File: config.mk
export PLATFORM = sky130hd
export DESIGN_NAME = pc_sequencer_flat
export DESIGN_NICKNAME = d
export VERILOG_FILES = /design/src/rtl/pc_sequencer_if.sv /design/src/rtl/pc_sequencer.sv /design/src/flat_wrapper.sv
export SDC_FILE = /design/constraint.sdc
export NUM_CORES = 1
export LEC_CHECK = 0
export ABC_AREA = 1
export BUFFER_PORTS_ARGS = -buffer_cell sky130_fd_sc_hd__clkbuf_2
export CORE_MARGIN = 2
export CORE_UTILIZATION = 40
export CTS_CLUSTER_SIZE = 8
export DETAILED_ROUTE_END_ITERATION = 8
export GPL_ROUTABILITY_DRIVEN = 0
export HOLD_SLACK_MARGIN = 0.02
export PLACE_DENSITY = 0.67
export SETUP_SLACK_MARGIN = 0.2
export SYNTH_ARGS = -nofsm -noshare
export SYNTH_HDL_FRONTEND = slang
export SYNTH_SLANG_ARGS = --single-unit
File: constraint.sdc
create_clock -name clk -period 1.8 [get_ports clk]
set_input_delay 0.36 -clock clk [delete_from_list [all_inputs] [get_ports clk]]
set_output_delay 0.36 -clock clk [all_outputs]
set_load 0.02 [all_outputs]
File: src/rtl/pc_sequencer_if.sv
// ---------------------------------------------------------------------------
// pc_sequencer_if
//   Bundle of the control, LUT and status signals between the program-counter
//   sequencer and its environment (top level / testbench and branch LUT).
//
//   master modport : environment side (drives start/stall/decode/LUT data)
//   slave  modport : pc_sequencer side (drives LUT index, PC and status)
//
//   Signals:
//     start        start request
//     start_addr   PC loaded on an accepted start
//     stall        freeze PC and state (cycle counter keeps counting)
//     halt         decoded halt of the current instruction
//     branch_taken current instruction is a taken branch
//     target_idx   LUT index field of the current instruction
//     lut_idx      combinational copy of target_idx towards the LUT
//     lut_offset   signed branch offset returned by the LUT
//     pc           current program counter
//     running      sequencer is in RUN
//     done         sequencer is in DONE
//     fault        out-of-range branch target detected
//     cycle_count  saturating count of RUN cycles
// ---------------------------------------------------------------------------
interface pc_sequencer_if #(
    parameter int PC_W  = 11,
    parameter int CNT_W = 16
);
    logic             start;
    logic [PC_W-1:0]  start_addr;
    logic             stall;
    logic             halt;
    logic             branch_taken;
    logic [3:0]       target_idx;
    logic [3:0]       lut_idx;
    logic [PC_W-1:0]  lut_offset;
    logic [PC_W-1:0]  pc;
    logic             running;
    logic             done;
    logic             fault;
    logic [CNT_W-1:0] cycle_count;

    modport master (
        output start, start_addr, stall, halt, branch_taken, target_idx, lut_offset,
        input  lut_idx, pc, running, done, fault, cycle_count
    );

    modport slave (
        input  start, start_addr, stall, halt, branch_taken, target_idx, lut_offset,
        output lut_idx, pc, running, done, fault, cycle_count
    );
endinterface

File: src/rtl/pc_sequencer.sv
// ---------------------------------------------------------------------------
// pc_sequencer
//   Program-counter sequencer for the 3BC processor. Owns the PC and advances
//   it by +1 or by a signed offset from the branch-target LUT. Implements the
//   start/done handshake, stall hold, halt and a saturating RUN-cycle counter.
//
//   Ports:
//     clk    rising-edge clock
//     reset  synchronous active-low reset
//     bus    pc_sequencer_if.slave (control inputs, LUT index/offset, status)
//
//   Optional feature (macro PC_BOUNDS_CHECK_EN):
//     When defined, a next PC that is negative or >= PROG_DEPTH is not taken;
//     the block raises fault and goes to DONE with the PC held. When
//     undefined, the PC simply wraps modulo 2^PC_W and fault stays 0.
// ---------------------------------------------------------------------------
module pc_sequencer #(
    parameter int PC_W       = 11,
    parameter int PROG_DEPTH = 1024,
    parameter int CNT_W      = 16
) (
    input  logic           clk,
    input  logic           reset,
    pc_sequencer_if.slave  bus
);

    typedef enum logic [1:0] {
        IDLE = 2'd0,
        RUN  = 2'd1,
        DONE = 2'd2
    } state_t;

    localparam logic [CNT_W-1:0] CNT_MAX = '1;

    state_t           state, state_next;
    logic [PC_W-1:0]  pc_q, pc_next;
    logic [CNT_W-1:0] cnt_q, cnt_next;
    logic             fault_q, fault_next;

    logic [PC_W-1:0]  step_amt;
    logic [PC_W-1:0]  pc_sum;
    logic             out_of_range;

    // The LUT sits combinationally between index and offset; no pipeline stage.
    assign bus.lut_idx = bus.target_idx;

    assign step_amt = bus.branch_taken ? bus.lut_offset : PC_W'(1);
    // Plain PC_W-bit add: two's-complement offset wraps modulo 2^PC_W.
    assign pc_sum   = pc_q + step_amt;

`ifdef PC_BOUNDS_CHECK_EN
    logic signed [PC_W:0] pc_wide;

    // Zero-extended PC plus sign-extended step, in PC_W+1 signed bits.
    assign pc_wide      = $signed({1'b0, pc_q}) + $signed({step_amt[PC_W-1], step_amt});
    assign out_of_range = pc_wide[PC_W] ||
                          ({1'b0, pc_wide[PC_W-1:0]} >= (PC_W+1)'(PROG_DEPTH));
`else
    assign out_of_range = 1'b0;
`endif

    // Next-state / datapath decode.
    // NOTE: every always_comb output gets a default first so no path infers a latch.
    always_comb begin
        state_next = state;
        pc_next    = pc_q;
        cnt_next   = cnt_q;
        fault_next = fault_q;

        unique case (state)
            IDLE, DONE: begin
                if (bus.start) begin
                    state_next = RUN;
                    pc_next    = bus.start_addr;
                    cnt_next   = '0;
                    fault_next = 1'b0;
                end
            end

            RUN: begin
                // Counts every RUN edge, stalled ones included, and saturates.
                if (cnt_q != CNT_MAX) begin
                    cnt_next = cnt_q + CNT_W'(1);
                end

                if (bus.stall) begin
                    // Everything except the counter holds.
                end else if (bus.halt) begin
                    state_next = DONE;
                end else if (out_of_range) begin
                    fault_next = 1'b1;
                    state_next = DONE;
                end else begin
                    pc_next = pc_sum;
                end
            end

            default: begin
                state_next = IDLE;
            end
        endcase
    end

    // NOTE: reset is sampled on the clock edge (synchronous) and all state uses <=.
    always_ff @(posedge clk) begin
        if (!reset) begin
            state   <= IDLE;
            pc_q    <= '0;
            cnt_q   <= '0;
            fault_q <= 1'b0;
        end else begin
            state   <= state_next;
            pc_q    <= pc_next;
            cnt_q   <= cnt_next;
            fault_q <= fault_next;
        end
    end

    assign bus.pc          = pc_q;
    assign bus.running     = (state == RUN);
    assign bus.done        = (state == DONE);
    assign bus.fault       = fault_q;
    assign bus.cycle_count = cnt_q;

endmodule

File: src/flat_wrapper.sv
// flat-port wrapper written by rule: the top's interface ports become plain ports
module pc_sequencer_flat 
#(
    parameter int PC_W       = 11,
    parameter int PROG_DEPTH = 1024,
    parameter int CNT_W      = 16
)
  (clk, reset, bus_start, bus_start_addr, bus_stall, bus_halt, bus_branch_taken, bus_target_idx, bus_lut_offset, bus_lut_idx, bus_pc, bus_running, bus_done, bus_fault, bus_cycle_count);
  pc_sequencer_if #(.PC_W(PC_W), .CNT_W(CNT_W)) bus_i ();
  input  logic clk;
  input  logic reset;
  input wire logic [$bits(bus_i.start)-1:0] bus_start;
  input wire logic [$bits(bus_i.start_addr)-1:0] bus_start_addr;
  input wire logic [$bits(bus_i.stall)-1:0] bus_stall;
  input wire logic [$bits(bus_i.halt)-1:0] bus_halt;
  input wire logic [$bits(bus_i.branch_taken)-1:0] bus_branch_taken;
  input wire logic [$bits(bus_i.target_idx)-1:0] bus_target_idx;
  input wire logic [$bits(bus_i.lut_offset)-1:0] bus_lut_offset;
  output wire logic [$bits(bus_i.lut_idx)-1:0] bus_lut_idx;
  output wire logic [$bits(bus_i.pc)-1:0] bus_pc;
  output wire logic [$bits(bus_i.running)-1:0] bus_running;
  output wire logic [$bits(bus_i.done)-1:0] bus_done;
  output wire logic [$bits(bus_i.fault)-1:0] bus_fault;
  output wire logic [$bits(bus_i.cycle_count)-1:0] bus_cycle_count;
  assign bus_i.start = bus_start;
  assign bus_i.start_addr = bus_start_addr;
  assign bus_i.stall = bus_stall;
  assign bus_i.halt = bus_halt;
  assign bus_i.branch_taken = bus_branch_taken;
  assign bus_i.target_idx = bus_target_idx;
  assign bus_i.lut_offset = bus_lut_offset;
  assign bus_lut_idx = bus_i.lut_idx;
  assign bus_pc = bus_i.pc;
  assign bus_running = bus_i.running;
  assign bus_done = bus_i.done;
  assign bus_fault = bus_i.fault;
  assign bus_cycle_count = bus_i.cycle_count;
  pc_sequencer #(.PC_W(PC_W), .PROG_DEPTH(PROG_DEPTH), .CNT_W(CNT_W)) u_core (.clk(clk), .reset(reset), .bus(bus_i));
endmodule
==> flow_summary.json, run 1 <==
{
  "dieArea_mm2": 0.006280,
  "nNetsFinal": 493,
  "clock.fmax_mhz": 620.4,
  "finClkSkew_ns": 0.003637,
  "cts_tree": "yes",
  "cp_top_family": "adder cells",
  "coreArea_mm2": 0.005473,
  "grt_pass1_wl_um": 10670,
  "p_sw_uw": 635.3,
  "drt-wirelength-per-cell_um": 12.53,
  "crit_fanout": 3,
  "synthTopCellsByArea": "dfxtp_1 (26%), nand2_1 (16%), nor2_1 (8.6%)",
  "holdWs_ns": 0.3043,
  "irDropWorstVdd_mv": 0.3945,
  "numCtsBuffers": 5,
  "grt_start_max_net_pins": 19,
  "hold_path.class": "input port to flop",
  "p_per_area_mw_per_mm2": 631.2,
  "drive_above_1_share": 0.3444,
  "seq_area_frac_synth": 0.2564,
  "synth_edf_count": 0,
  "power_frac_comb": 0.281,
  "swShare": 0.3190,
  "fin_crit_ns": 1.612,
  "clockBufferDepth": 2,
  "cp_slowest_stage_delay_ns": 0.42,
  "yosysWarnings": 0,
  "drt_iter0_drc": 155,
  "async_flop_share": 0,
  "io_pins": 66,
  "synth_flop_cell": "dfxtp_1",
  "first_pass_iters": 4,
  "drv_slew": 0,
  "num_vias": 2573,
  "worstPathCellList": "ha_4 -> inv_4 -> fa_2 -> inv_2 -> a21oi_2 -> or2_2 -> nand3_1 -> a21oi_1",
  "grt_pass1_vias": 2367,
  "layout_commonest_cell": "nand2_1",
  "hold_start": "bus_start_addr[1]",
  "synth.top_cell.area_share": 0.2564,
  "via_per_inst": 4.929,
  "worst_r2r_endpoint": "u_core.bus.pc[6]$_SDFFE_PN0P_",
  "ys_ff_latch": 29,
  "reg2reg_slack_ns": 0.19,
  "cts_hold_buffers": 0,
  "hold_end": "u_core.bus.pc[1]$_SDFFE_PN0P_",
  "p_total_uw": 1992,
  "cp-start-kind": "flop",
  "post-route-period-util": 0.8955,
  "synth_area_mm2": 0.002265,
  "synth_cells": 370,
  "io_buffers": 56,
  "start_util": 0.4138,
  "synth_fp_nets": 414,
  "antenna_found_initial": 0,
  "run_status": "completed",
  "p_leak_uw": 0.001542,
  "htreeDepth": 2,
  "holdPathStages": 3,
  "clk_pin_slew_worst_paths_ns": 0.07,
  "routed_wl_um": 6540,
  "postSynthAreaPerCell_um2": 6.121,
  "place_area_mm2": 0.002788,
  "clk_latency_ns": 0.29,
  "layout_common_cells": "nand2_1 (95), clkbuf_2 (55), inv_1 (47), nor2_1 (47), buf_4 (27)",
  "rows": 27,
  "worstSetupEndpointType": "flop",
  "path_buf_inv": 2,
  "die_h_um": 79.25,
  "rsz0062_at_grt": "true",
  "grt_util_all_layers": 0.2136,
  "arrival_ns": 1.80,
  "place_inst": 505,
  "final_cells": 522,
  "postRouteAntennaNets": 0,
  "cp.required_ns": 1.99,
  "drv_cap": 0,
  "cts.root.buffer_cell": "clkbuf_8",
  "path_class": "flop to flop",
  "antenna_cells": 0,
  "finalSetupViolCount": 0,
  "synth_area_leader_cell": "dfxtp_1",
  "syn_to_final_growth_pct": 39.34,
  "fin_tns_setup_ns": 0,
  "r2r_cells": 8,
  "post-dp-hpwl_um": 4652,
  "p_int_uw": 1356,
  "clock_sinks": 29,
  "grt-ovfl-total": 0,
  "critPathSlowestCell": "fa_2",
  "die_w_um": 79.25,
  "hold_viol": 0,
  "final_area_mm2": 0.003156,
  "clkPwrFrac": 0.364,
  "worst_r2r_startpoint": "u_core.bus.pc[0]$_SDFFE_PN0P_",
  "synth_cell_types": 33,
  "power_frac_seq": 0.355,
  "route.detailed.drc": 0
}
## cells in the mapped netlist (3+ instances only)
| library cell | number |
|---|---|
| ha_1 | 11 |
| buf_2 | 3 |
| buf_4 | 5 |
| dfxtp_1 | 29 |
| nand4_1 | 7 |
| a21oi_2 | 4 |
| nand3_1 | 27 |
| nand2_1 | 99 |
| o21ai_0 | 11 |
| inv_1 | 51 |
| clkbuf_1 | 4 |
| nand2_2 | 5 |
| nor2_1 | 52 |
| a21oi_1 | 32 |
| or2_2 | 3 |
| xor2_1 | 6 |
## final cells by class
class	count	area, um^2
Fill cell	559	2317
Multi-Input combinational cell	276	1644
Sequential cell	29	594.3
Timing Repair Buffer	84	503.0
Inverter	53	207.7
Tap cell	72	90.09
Clock buffer	7	86.33
Clock inverter	1	30.03
## what timing repair did
item	CTS	global route
setup buffers	2	6
cloned	1	0
setup endpoints to repair	13	28
pin swaps	5	8
resized for setup	8	40
## sequential cells by signal, indices dropped and copies added (netlist names)
name                    count
u_core.state                2
u_core.bus.cycle_count     16
u_core.bus.pc              11
## metal layers
metal | track usage | wire, um
met1 | 0.2876 | 3111
met4 | 0.06379 | 74
met3 | 0.04205 | 350
met2 | 0.3449 | 3003
met5 | 0 | 0
## power groups by stage
stage | logic, uW | clock network, uW | registers (uW)
after floorplan | 311 | 0 | 748
after global placement | 479 | 0 | 718
after CTS | 509 | 734 | 704
after detailed placement | 486 | 0 | 719
after global routing | 616 | 765 | 710
final | 560 | 726 | 706
## worst max-delay path by stage
stage | start | end | cells past startpoint
2_1_floorplan | bus_branch_taken | u_core.bus.pc[8]$_SDFFE_PN0P_ | 11
3_3_place_gp | bus_branch_taken | u_core.bus.pc[4]$_SDFFE_PN0P_ | 10
3_5_place_dp | bus_branch_taken | u_core.bus.pc[4]$_SDFFE_PN0P_ | 10
4_1_cts | u_core.bus.pc[0]$_SDFFE_PN0P_ | u_core.bus.pc[4]$_SDFFE_PN0P_ | 8
5_1_grt | u_core.bus.pc[0]$_SDFFE_PN0P_ | u_core.bus.pc[8]$_SDFFE_PN0P_ | 10
6_report | u_core.bus.pc[0]$_SDFFE_PN0P_ | u_core.bus.pc[6]$_SDFFE_PN0P_ | 8
## through the flow
step	utilization	worst slack (ns)
3_5_place_dp	0.5094	-0.1753
4_1_cts	0.5402	0.1964
5_1_grt	0.5766	0.1458
6_report	0.5766	0.1881
3_3_place_gp	0.5094	-0.1155
2_1_floorplan	-	0.06917
## cells by family after synthesis
kind of cell	after synthesis	share of synthesized area
AND/OR/NAND/NOR	202	0.3884
buffers and inverters	66	0.1243
AO/OA/AOI/OAI	53	0.1326
flip-flops	29	0.2564
adder cells (fa/ha/maj)	12	0.06961
XOR/XNOR	7	0.02707
other	1	0.001656
## tightest hold or removal path: stages
cell	delay, ns
clkbuf_2	0.08
a211oi_1	0.05
nor2_1	0.07
(Power assumes the default switching activity.)
==> run 2: changes to the inputs <==
Settings changed: MAX_ROUTING_LAYER set to met4, RECOVER_POWER set to 50.
==> run 2 against run 1 <==
  * Register-to-register slack is essentially flat
  * Non-clock buffer count is the same
  * Largest power group unchanged
  * Cell count is the same
  * Die area is the same
  * Critical path type unchanged
  * Clock skew shrank 0.00071 ns
  * Clock power is essentially flat
==> flow_summary.json, run 2 (same netlist as run 1, synthesis figures left out) <==
{
  "syn_to_final_growth_pct": 37.96,
  "io_pins": 66,
  "place_ws_ns": -0.1753,
  "irDropWorstVdd_mv": 0.3958,
  "via_per_inst": 4.918,
  "dieArea_mm2": 0.006280,
  "coreArea_mm2": 0.005473,
  "place_inst": 505,
  "power_frac_seq": 0.355,
  "setup_slack_ns": 0.1877,
  "post-dp-hpwl_um": 4652,
  "layout_common_cells": "nand2_1 (95), inv_1 (48), nor2_1 (47)",
  "cts_hold_buffers": 0,
  "endpoint": "u_core.bus.pc[6]$_SDFFE_PN0P_",
  "route.detailed.drc": 0,
  "rsz0062_at_grt": "true",
  "worst_r2r_startpoint": "u_core.bus.pc[0]$_SDFFE_PN0P_",
  "holdWs_ns": 0.3060,
  "p_per_area_mw_per_mm2": 635.5,
  "nNetsFinal": 493,
  "htreeDepth": 2,
  "first_pass_iters": 4,
  "reg2reg_slack_ns": 0.19,
  "nFillCells": 574,
  "antenna_found_initial": 0,
  "p_sw_uw": 636.0,
  "fin_tns_setup_ns": 0,
  "rows": 27,
  "io_buffers": 56,
  "arrival_ns": 1.80,
  "grt_util_all_layers": 0.2196,
  "swShare": 0.3203,
  "start_util": 0.4138,
  "layout_commonest_cell": "nand2_1",
  "num_vias": 2567,
  "cp.required_ns": 1.98,
  "post-route-period-util": 0.8957,
  "p_int_uw": 1350,
  "grt-ovfl-total": 0,
  "worst_r2r_endpoint": "u_core.bus.pc[6]$_SDFFE_PN0P_",
  "crit_fanout": 3,
  "drt_iter0_drc": 163,
  "crit_start": "u_core.bus.pc[0]$_SDFFE_PN0P_",
  "clock.fmax_mhz": 620.2,
  "clk_latency_ns": 0.29,
  "clock_sinks": 29,
  "clkPwrFrac": 0.367,
  "cts_tree": "yes",
  "final_cells": 522,
  "die_h_um": 79.25,
  "multi_input_area_mm2": 0.001644,
  "r2r_cells": 8,
  "drv_cap": 0,
  "postRouteAntennaNets": 0,
  "clockBufferDepth": 2,
  "numCtsBuffers": 5,
  "hold_path.class": "input port to flop",
  "area.sequential_um2": 594.3,
  "routed_wl_um": 6514,
  "drv_slew": 0,
  "power_frac_comb": 0.278,
  "cp-start-kind": "flop",
  "p_leak_uw": 0.001458,
  "grt_pass1_vias": 2365,
  "grt_pass1_wl_um": 10670,
  "path_class": "flop to flop",
  "drt-wirelength-per-cell_um": 12.48,
  "p_total_uw": 1986,
  "antenna_cells": 0,
  "finClkSkew_ns": 0.002925,
  "cts.root.buffer_cell": "clkbuf_8",
  "hold_viol": 0,
  "run_status": "completed",
  "fin_crit_ns": 1.612,
  "grt_start_max_net_pins": 19,
  "worstSetupEndpointType": "flop",
  "die_w_um": 79.25,
  "clk_pin_slew_worst_paths_ns": 0.07,
  "finalSetupViolCount": 0,
  "largest_reg_flops": 16,
  "drive_above_1_share": 0.2867
}
run 2: stage by stage:
stage                     utilization  area, um^2
final                          0.5709        3124
after detailed placement       0.5094        2788
after CTS                      0.5402        2957
after global placement         0.5094        2788
after floorplan                     -        2371
after global routing           0.5709        3124
run 2: worst min-delay path by stage:
stage	slack (ns)	endpoint	startpoint	depth (start not counted)
3_5_place_dp	0.50	u_core.bus.pc[10]$_SDFFE_PN0P_	u_core.bus.pc[10]$_SDFFE_PN0P_	2
2_1_floorplan	0.50	u_core.bus.cycle_count[0]$_SDFFE_PN0P_	reset	2
4_1_cts	0.31	u_core.bus.pc[0]$_SDFFE_PN0P_	bus_start_addr[0]	3
3_3_place_gp	0.48	u_core.bus.pc[10]$_SDFFE_PN0P_	u_core.bus.pc[10]$_SDFFE_PN0P_	2
6_report	0.31	u_core.bus.pc[0]$_SDFFE_PN0P_	bus_start_addr[0]	3
5_1_grt	0.33	u_core.bus.pc[0]$_SDFFE_PN0P_	bus_start_addr[0]	3
run 2: what timing repair did:
item	CTS	global route
resized for setup	8	40
endpoints found under the setup margin	13	28
setup buffers	2	6
hold endpoints to repair	0	0
pin swaps	5	8
gates cloned	1	0
run 2: power by group through the flow:
stage	sequential, uW	combinational, uW	clock (uW)
floorplan	748	311	0
global placement	718	479	0
detailed placement	719	486	0
CTS	704	509	734
global route	710	609	765
finish	706	552	728
run 2: cell type report:
class / count / share of cell area
clock buffers: 7 / 0.02763
clock inverters: 1 / 0.009612
inverters: 53 / 0.06648
multi-input cells: 276 / 0.5262
flip-flops and latches: 29 / 0.1902
well taps: 72 / 0.02883
repair buffers: 84 / 0.1510
run 2: metal layers:
metal / track usage / up-vias / share of wire
met3: 0.04091 / 9 / 0.045
met5: - / - / 0
met1: 0.2890 / 1166 / 0.48
li1: - / 1332 / -
met4: 0.06379 / 0 / 0.013
met2: 0.3449 / 60 / 0.46
run 2: worst max-delay path, cell delays in order (launching register included):
cell and delay [ns]:
dfxtp_4 0.35, ha_4 0.14, inv_4 0.04, fa_2 0.42, inv_2 0.10, a21oi_2 0.06
or2_2 0.27, nand3_1 0.07, a21oi_1 0.06
